<file path="src/rtl/gaussian_pkg.sv">
// gaussian_pkg: shared sizes, kernel weights and FSM state type for the 3x3 Gaussian blur.
package gaussian_pkg;
  localparam int DATA_W = 16;
  localparam int IMG_W = 64;
  localparam int IMG_H = 64;
  localparam int OUT_W = IMG_W - 2;
  localparam int OUT_H = IMG_H - 2;
  localparam int PIPE_LAT = 2;
  localparam int K_SHIFT = 4;
  localparam int KW [3][3] = '{'{1, 2, 1}, '{2, 4, 2}, '{1, 2, 1}};
  typedef enum logic [1:0] {IDLE, RUN, DRAIN} state_t;
endpackage

</file>
<file path="src/rtl/gaussian_line_buffer.sv">
// gaussian_line_buffer: two-row delay line; taps for rows y, y-1, y-2 at the current column
// come out registered, as from a synchronous-read RAM.
module gaussian_line_buffer #(
  parameter int W = 64,
  parameter int DW = 16
) (
  input  logic                 clk,
  input  logic                 en,
  input  logic [$clog2(W)-1:0] col,
  input  logic [DW-1:0]        din,
  output logic [DW-1:0]        row0_q,
  output logic [DW-1:0]        row1_q,
  output logic [DW-1:0]        row2_q
);
  logic [DW-1:0] line1 [W];
  logic [DW-1:0] line2 [W];
  always_ff @(posedge clk)
    if (en) begin
      line1[col] <= din;
      line2[col] <= line1[col];
      row0_q <= din;
      row1_q <= line1[col];
      row2_q <= line2[col];
    end
endmodule

</file>
<file path="src/rtl/gaussian_blur.sv">
// gaussian_blur: streaming 3x3 (1 2 1/2 4 2/1 2 1)/16 blur, one pixel per cycle,
// frame started by flush; pipeline is line-buffer taps, window, adder/shift.
module gaussian_blur #(
  parameter int IMG_W = gaussian_pkg::IMG_W,
  parameter int IMG_H = gaussian_pkg::IMG_H,
  parameter int DATA_W = gaussian_pkg::DATA_W
) (
  input  logic              clk,
  input  logic              rst_n,
  input  logic              flush,
  output logic              hw_input_stencil_op_hcompute_hw_input_global_wrapper_stencil_read_en,
  input  logic [DATA_W-1:0] hw_input_stencil_op_hcompute_hw_input_global_wrapper_stencil_read [0:0],
  output logic              hw_output_stencil_op_hcompute_hw_output_stencil_write_valid,
  output logic [DATA_W-1:0] hw_output_stencil_op_hcompute_hw_output_stencil_write [0:0]
);
  import gaussian_pkg::*;
  localparam int XW = $clog2(IMG_W);
  localparam int YW = $clog2(IMG_H);
  localparam int SUM_W = DATA_W + 4;
  state_t state_q, state_d;
  logic [XW-1:0] x_q, x_d;
  logic [YW-1:0] y_q, y_d;
  logic rd_q, rd_d, acc_q, acc_d, tvld_q, tvld_d;
  logic win_vld_q, win_vld_d, out_vld_q, out_vld_d;
  logic [DATA_W-1:0] out_q, out_d;
  logic [DATA_W-1:0] win_q [3][3];
  logic [DATA_W-1:0] win_d [3][3];
  logic [DATA_W-1:0] tap [3];
  logic [DATA_W-1:0] row0, row1, row2;
  logic [SUM_W-1:0] sum;
  logic accept, last_col, last;

  assign accept = rd_q & ~flush;
  assign last_col = x_q == XW'(IMG_W - 1);
  assign last = last_col && y_q == YW'(IMG_H - 1);

  gaussian_line_buffer #(.W(IMG_W), .DW(DATA_W)) u_lb (
    .clk    (clk),
    .en     (accept),
    .col    (x_q),
    .din    (hw_input_stencil_op_hcompute_hw_input_global_wrapper_stencil_read[0]),
    .row0_q (row0),
    .row1_q (row1),
    .row2_q (row2)
  );

  always_comb begin
    tap[0] = row2;
    tap[1] = row1;
    tap[2] = row0;
    sum = '0;
    for (int r = 0; r < 3; r++)
      for (int c = 0; c < 3; c++)
        sum = sum + SUM_W'(win_q[r][c]) * SUM_W'(KW[r][c]);
    win_d = win_q;
    if (acc_q)
      for (int r = 0; r < 3; r++)
        win_d[r] = '{win_q[r][1], win_q[r][2], tap[r]};
    state_d = state_q;
    x_d = x_q;
    y_d = y_q;
    rd_d = rd_q;
    acc_d = accept;
    tvld_d = accept && x_q >= XW'(2) && y_q >= YW'(2);
    // flush kills everything in flight so an aborted frame never leaks a result
    win_vld_d = tvld_q & ~flush;
    out_vld_d = win_vld_q & ~flush;
    out_d = out_vld_d ? sum[SUM_W-1:K_SHIFT] : out_q;
    if (flush) begin
      state_d = RUN;
      x_d = '0;
      y_d = '0;
      rd_d = 1'b0;
    end else if (state_q == RUN) begin
      rd_d = ~(accept & last);
      if (accept) begin
        x_d = last_col ? '0 : x_q + 1'b1;
        y_d = last ? '0 : last_col ? y_q + 1'b1 : y_q;
        state_d = last ? DRAIN : RUN;
      end
    end else if (state_q == DRAIN && !acc_q && !win_vld_q && !out_vld_q) begin
      state_d = IDLE;
    end
  end

  always_ff @(posedge clk or negedge rst_n)
    if (!rst_n) begin
      state_q <= IDLE;
      x_q <= '0;
      y_q <= '0;
      rd_q <= 1'b0;
      acc_q <= 1'b0;
      tvld_q <= 1'b0;
      win_vld_q <= 1'b0;
      out_vld_q <= 1'b0;
      out_q <= '0;
      win_q <= '{default: '0};
    end else begin
      state_q <= state_d;
      x_q <= x_d;
      y_q <= y_d;
      rd_q <= rd_d;
      acc_q <= acc_d;
      tvld_q <= tvld_d;
      win_vld_q <= win_vld_d;
      out_vld_q <= out_vld_d;
      out_q <= out_d;
      win_q <= win_d;
    end

  assign hw_input_stencil_op_hcompute_hw_input_global_wrapper_stencil_read_en = rd_q;
  assign hw_output_stencil_op_hcompute_hw_output_stencil_write_valid = out_vld_q;
  assign hw_output_stencil_op_hcompute_hw_output_stencil_write[0] = out_q;
endmodule

</file>
<file path="config.mk">
export PLATFORM = sky130hd
export DESIGN_NAME = gaussian_blur
export DESIGN_NICKNAME = d
export VERILOG_FILES = /design/src/rtl/gaussian_pkg.sv /design/src/rtl/gaussian_line_buffer.sv /design/src/rtl/gaussian_blur.sv
export SDC_FILE = /design/constraint.sdc
export NUM_CORES = 2
export LEC_CHECK = 0
export ABC_CLOCK_PERIOD_IN_PS = 5000
export BUFFER_PORTS_ARGS = -buffer_cell sky130_fd_sc_hd__buf_2
export CAP_MARGIN = 5
export CORE_MARGIN = 2
export CORE_UTILIZATION = 35
export CTS_CLUSTER_SIZE = 28
export DETAILED_ROUTE_END_ITERATION = 12
export GPL_ROUTABILITY_DRIVEN = 0
export PLACE_DENSITY = 0.53
export SETUP_SLACK_MARGIN = 0.4
export SYNTH_ARGS = -nofsm -noshare
export SYNTH_HDL_FRONTEND = slang
export SYNTH_HIERARCHICAL = 1
export SYNTH_SLANG_ARGS = --single-unit
</file>
<file path="constraint.sdc">
create_clock -name clk -period 5 [get_ports clk]
set_input_delay 0.25 -clock clk [delete_from_list [all_inputs] [get_ports clk]]
set_output_delay 0.25 -clock clk [all_outputs]
set_load 0.005 [all_outputs]
</file>
==> results.py <==
metrics = {
    "floorplanning": {
        "rows": 185,
        "core_area_sq_mm": 0.254,
        "dieArea_sq_mm": 0.259,
        "floorplan.initialDensity": 0.351,
        "io_pins": 37,
        "dieHeight_um": 509,
        "die_width_um": 509,
    },
    "sta": {
        "fin_skew_ps": 65.5,
        "fin_setup_tns_ps": 0,
        "relSlewSlack": 0.125,
        "rsz0062_at_grt": "true",
        "finalMaxSlewViolations": 0,
        "hold_ws_ps": 59.8,
        "setup_ws_ps": 439,
        "finalHoldViolCount": 0,
        "period_minus_slack_ps": 4560,
        "setup_viol": 0,
        "fin_crit_sh": 0.912,
        "clock.fmax_ghz": 0.219,
        "worstMarginPinSlew_ps": 1310,
    },
    "logic_synthesis": {
        "synth.ff_latch_count": 2275,
        "synth_top_flop_cell": "edfxtp_1",
        "yosys_warnings": 6,
        "async_flop_share": 0.0787,
        "synth_fp_nets": 5386,
        "synth_edf_count": 2096,
        "synth.distinct_cells": 75,
        "syn_area_per_cell_sq_um": 17.1,
        "synth_cells": 5234,
        "yosysSeqAreaShare": 0.755,
        "synth_area_sq_mm": 0.0893,
    },
    "pwr": {
        "sw_frac_of_total": 0.305,
        "powerDensity_mw_per_mm2": 498,
        "clockPowerShare": 0.321,
        "p_switching_mw": 15.8,
        "pwr-share-comb": 0.260,
        "p_leak_nw": 33.7,
        "p_total_mw": 51.6,
        "pwr-share-seq": 0.419,
        "ir_drop_uv": 983,
        "internal_power_mw": 35.9,
    },
    "setup_path": {
        "crit_family": "buffers and inverters",
        "critical_path_arrival_ps": 5110,
        "cp_slowest_stage_delay_ps": 970,
        "timing.critical_path.buf_inv": 4,
        "reg2reg_depth": 9,
        "cp_slowest_cell": "nor2b_4",
        "path_class": "register to register",
        "ff2ff_setup_slack_ps": 440,
        "crit_fanout": 65,
        "cp_data_required_time_ps": 5550,
        "cpMostUsedCell": "buf_4",
        "regToRegEndpoint": "u_lb/row1_q[14]",
        "cp-end-kind": "register",
        "crit_chain": "buf_4 -> nor2b_4 -> buf_4 -> buf_4 -> a22oi_1 -> a211oi_1 -> o21ai_0 -> nand4_1 -> buf_4",
        "start_kind": "register",
        "worstSetupPathDepth": 9,
        "r2r-start": "x_q[2]",
    },
    "clock_network": {
        "cts_tree": "built",
        "clk_pin_slew_ps": 60,
        "htreeDepth": 4,
        "cts.sinks": 2275,
        "cts_setup_buffers": 0,
        "clock_latency_ps": 910,
        "cts_buffer_depth": 3,
        "cts-root-buf": "clkbuf_16",
        "numCtsBuffers": 228,
    },
    "finish": {
        "final_cell_mix": "2096 x edfxtp_1, 365 x a221oi_1, 335 x a22oi_1",
        "syn_to_final_growth_pct": 16.2,
        "layout_commonest_cell": "edfxtp_1",
        "final_cell_count_no_fill": 9090,
        "final_nets": 5678,
        "final_layout_size_suffix_gt1_frac": 0.186,
    },
    "global_routing": {
        "grt.overflow.total": 0,
        "grt_pass1_wl_um": 407000,
        "grt_max_degree": 194,
        "first_global_vias": 51800,
        "antenna_found_initial": 17,
        "track_usage": 0.222,
    },
    "detailed_routing": {
        "drcViolationCount": 0,
        "wl_um": 291000,
        "ant_nets": 0,
        "routed-via-count": 53000,
        "drtPass1Iterations": 5,
        "first_iter_violations": 6978,
        "avgRoutedWirePerCell_um": 32.0,
        "vias_per_cell": 5.83,
    },
    "placement": {
        "hpwl_um": 177000,
        "place_ws_ps": 394,
        "place_inst": 8658,
        "io_buffers": 36,
    },
    "outcome": {
        "status": "completed",
    },
    "hold_path": {
        "hold_depth": 2,
        "worstHoldPathType": "primary input to register",
        "min_to": "u_lb/line1[27][1]",
    },
    "job": {
        "timing.max_cap.violations": 0,
    },
}
-- cell type report --
type	count	area, sq um
clock buffers	286	5930
clock inverters	136	1230
well taps	3366	4210
inverters	151	573
fillers	22700	150000
flip-flops and latches	2275	67400
diodes	6	15.0
repair buffers	427	4140
multi-input cells	2443	20200
-- registers in the layout (all words and copies together) (netlist names), named ones only --
register / count
acc_q: 1
u_lb/row1_q: 16
x_q: 6
win_q: 144
hw_output_stencil_op_hcompute_hw_output_stencil_write_valid: 1
u_lb/row2_q: 16
state_q: 2
u_lb/line2: 1024
tvld_q: 1
y_q: 6
u_lb/line1: 1024
hw_output_stencil_op_hcompute_hw_output_stencil_write: 16
u_lb/row0_q: 16
win_vld_q: 1
-- repair_timing --
action                                  in CTS  in global routing
endpoints found under the hold margin      202                  0
hold buffers                                 4                  0
pin swaps                                    0                  1
endpoints found under the setup margin       1                  4
gates resized for setup                      1                  4
-- worst reg2reg max path, stage by stage, from the launching register on --
cell	delay, ps
dfrtp_4	730
buf_4	380
nor2b_4	970
buf_4	370
buf_4	220
a22oi_1	110
a211oi_1	330
o21ai_0	250
nand4_1	180
buf_4	620
-- cells by family after synthesis --
| group | synth area share |
|---|---|
| mux | 0.0475 |
| simple gates | 0.0311 |
| buf+inv | 0.0254 |
| fa+ha+maj | 0.0277 |
| compound gates | 0.111 |
| xor+xnor | 0.00157 |
| flops | 0.755 |
-- cell usage after synthesis, drive strengths merged (11+ instances only) --
cell type | n | area share
nand3 | 23 | 0.0013
o22ai | 91 | 0.0064
or4 | 16 | 0.0013
mux4 | 68 | 0.017
nor3 | 69 | 0.0040
a31oi | 12 | 0.00091
a222oi | 12 | 0.0013
nor2b | 12 | 0.00084
or3 | 14 | 0.00098
o32ai | 11 | 0.0011
a22oi | 335 | 0.028
nand4 | 28 | 0.0020
inv | 151 | 0.0064
mux2i | 97 | 0.011
and3 | 11 | 0.00077
a221oi | 365 | 0.036
clkbuf | 141 | 0.0059
o221ai | 13 | 0.0013
ha | 25 | 0.0035
nand2b | 11 | 0.00086
nand2 | 171 | 0.0072
a21oi | 150 | 0.0085
edfxtp | 2096 | 0.71
a211oi | 44 | 0.0037
o211ai | 17 | 0.0015
o21ai | 213 | 0.012
fa | 108 | 0.024
mux2 | 154 | 0.019
a22o | 52 | 0.0051
dfrtp | 179 | 0.050
buf | 224 | 0.013
nor2 | 212 | 0.0089
-- worst max path at each step --
stage | endpoint | slack, ps | startpoint
floorplan | register | 730 | win_q[4]
global placement | register | 330 | win_q[4]
detailed placement | register | 390 | win_q[4]
CTS | register | 490 | win_q[4]
global route | register | 400 | win_q[5]
finish | u_lb/row1_q[14] | 440 | x_q[2]
-- power by group through the flow --
stage          clock network (mW)  registers [mW]  logic (mW)
6_report                     16.6            21.7        13.4
3_3_place_gp                    0            22.0        13.1
5_1_grt                      17.6            21.7        15.1
4_1_cts                      16.8            21.7        13.3
3_5_place_dp                    0            22.1        13.1
2_1_floorplan                   0            22.0        9.84
-- per-stage QoR --
stage               area, sq um  utilization
finish                   104000        0.408
global route             104000        0.408
CTS                      104000        0.408
detailed placement        96500        0.380
global placement          96500        0.380
floorplan                 89300            -
-- metal layers --
| layer | track usage | vias up | part of all wire |
|---|---|---|---|
| met1 | 0.318 | 28100 | 0.42 |
| met5 | 0 | - | 0.000072 |
| met3 | 0.0355 | 445 | 0.085 |
| li1 | - | 21800 | - |
| met4 | 0.0748 | 4 | 0.035 |
| met2 | 0.343 | 2630 | 0.46 |
(Power assumes the default switching activity.)
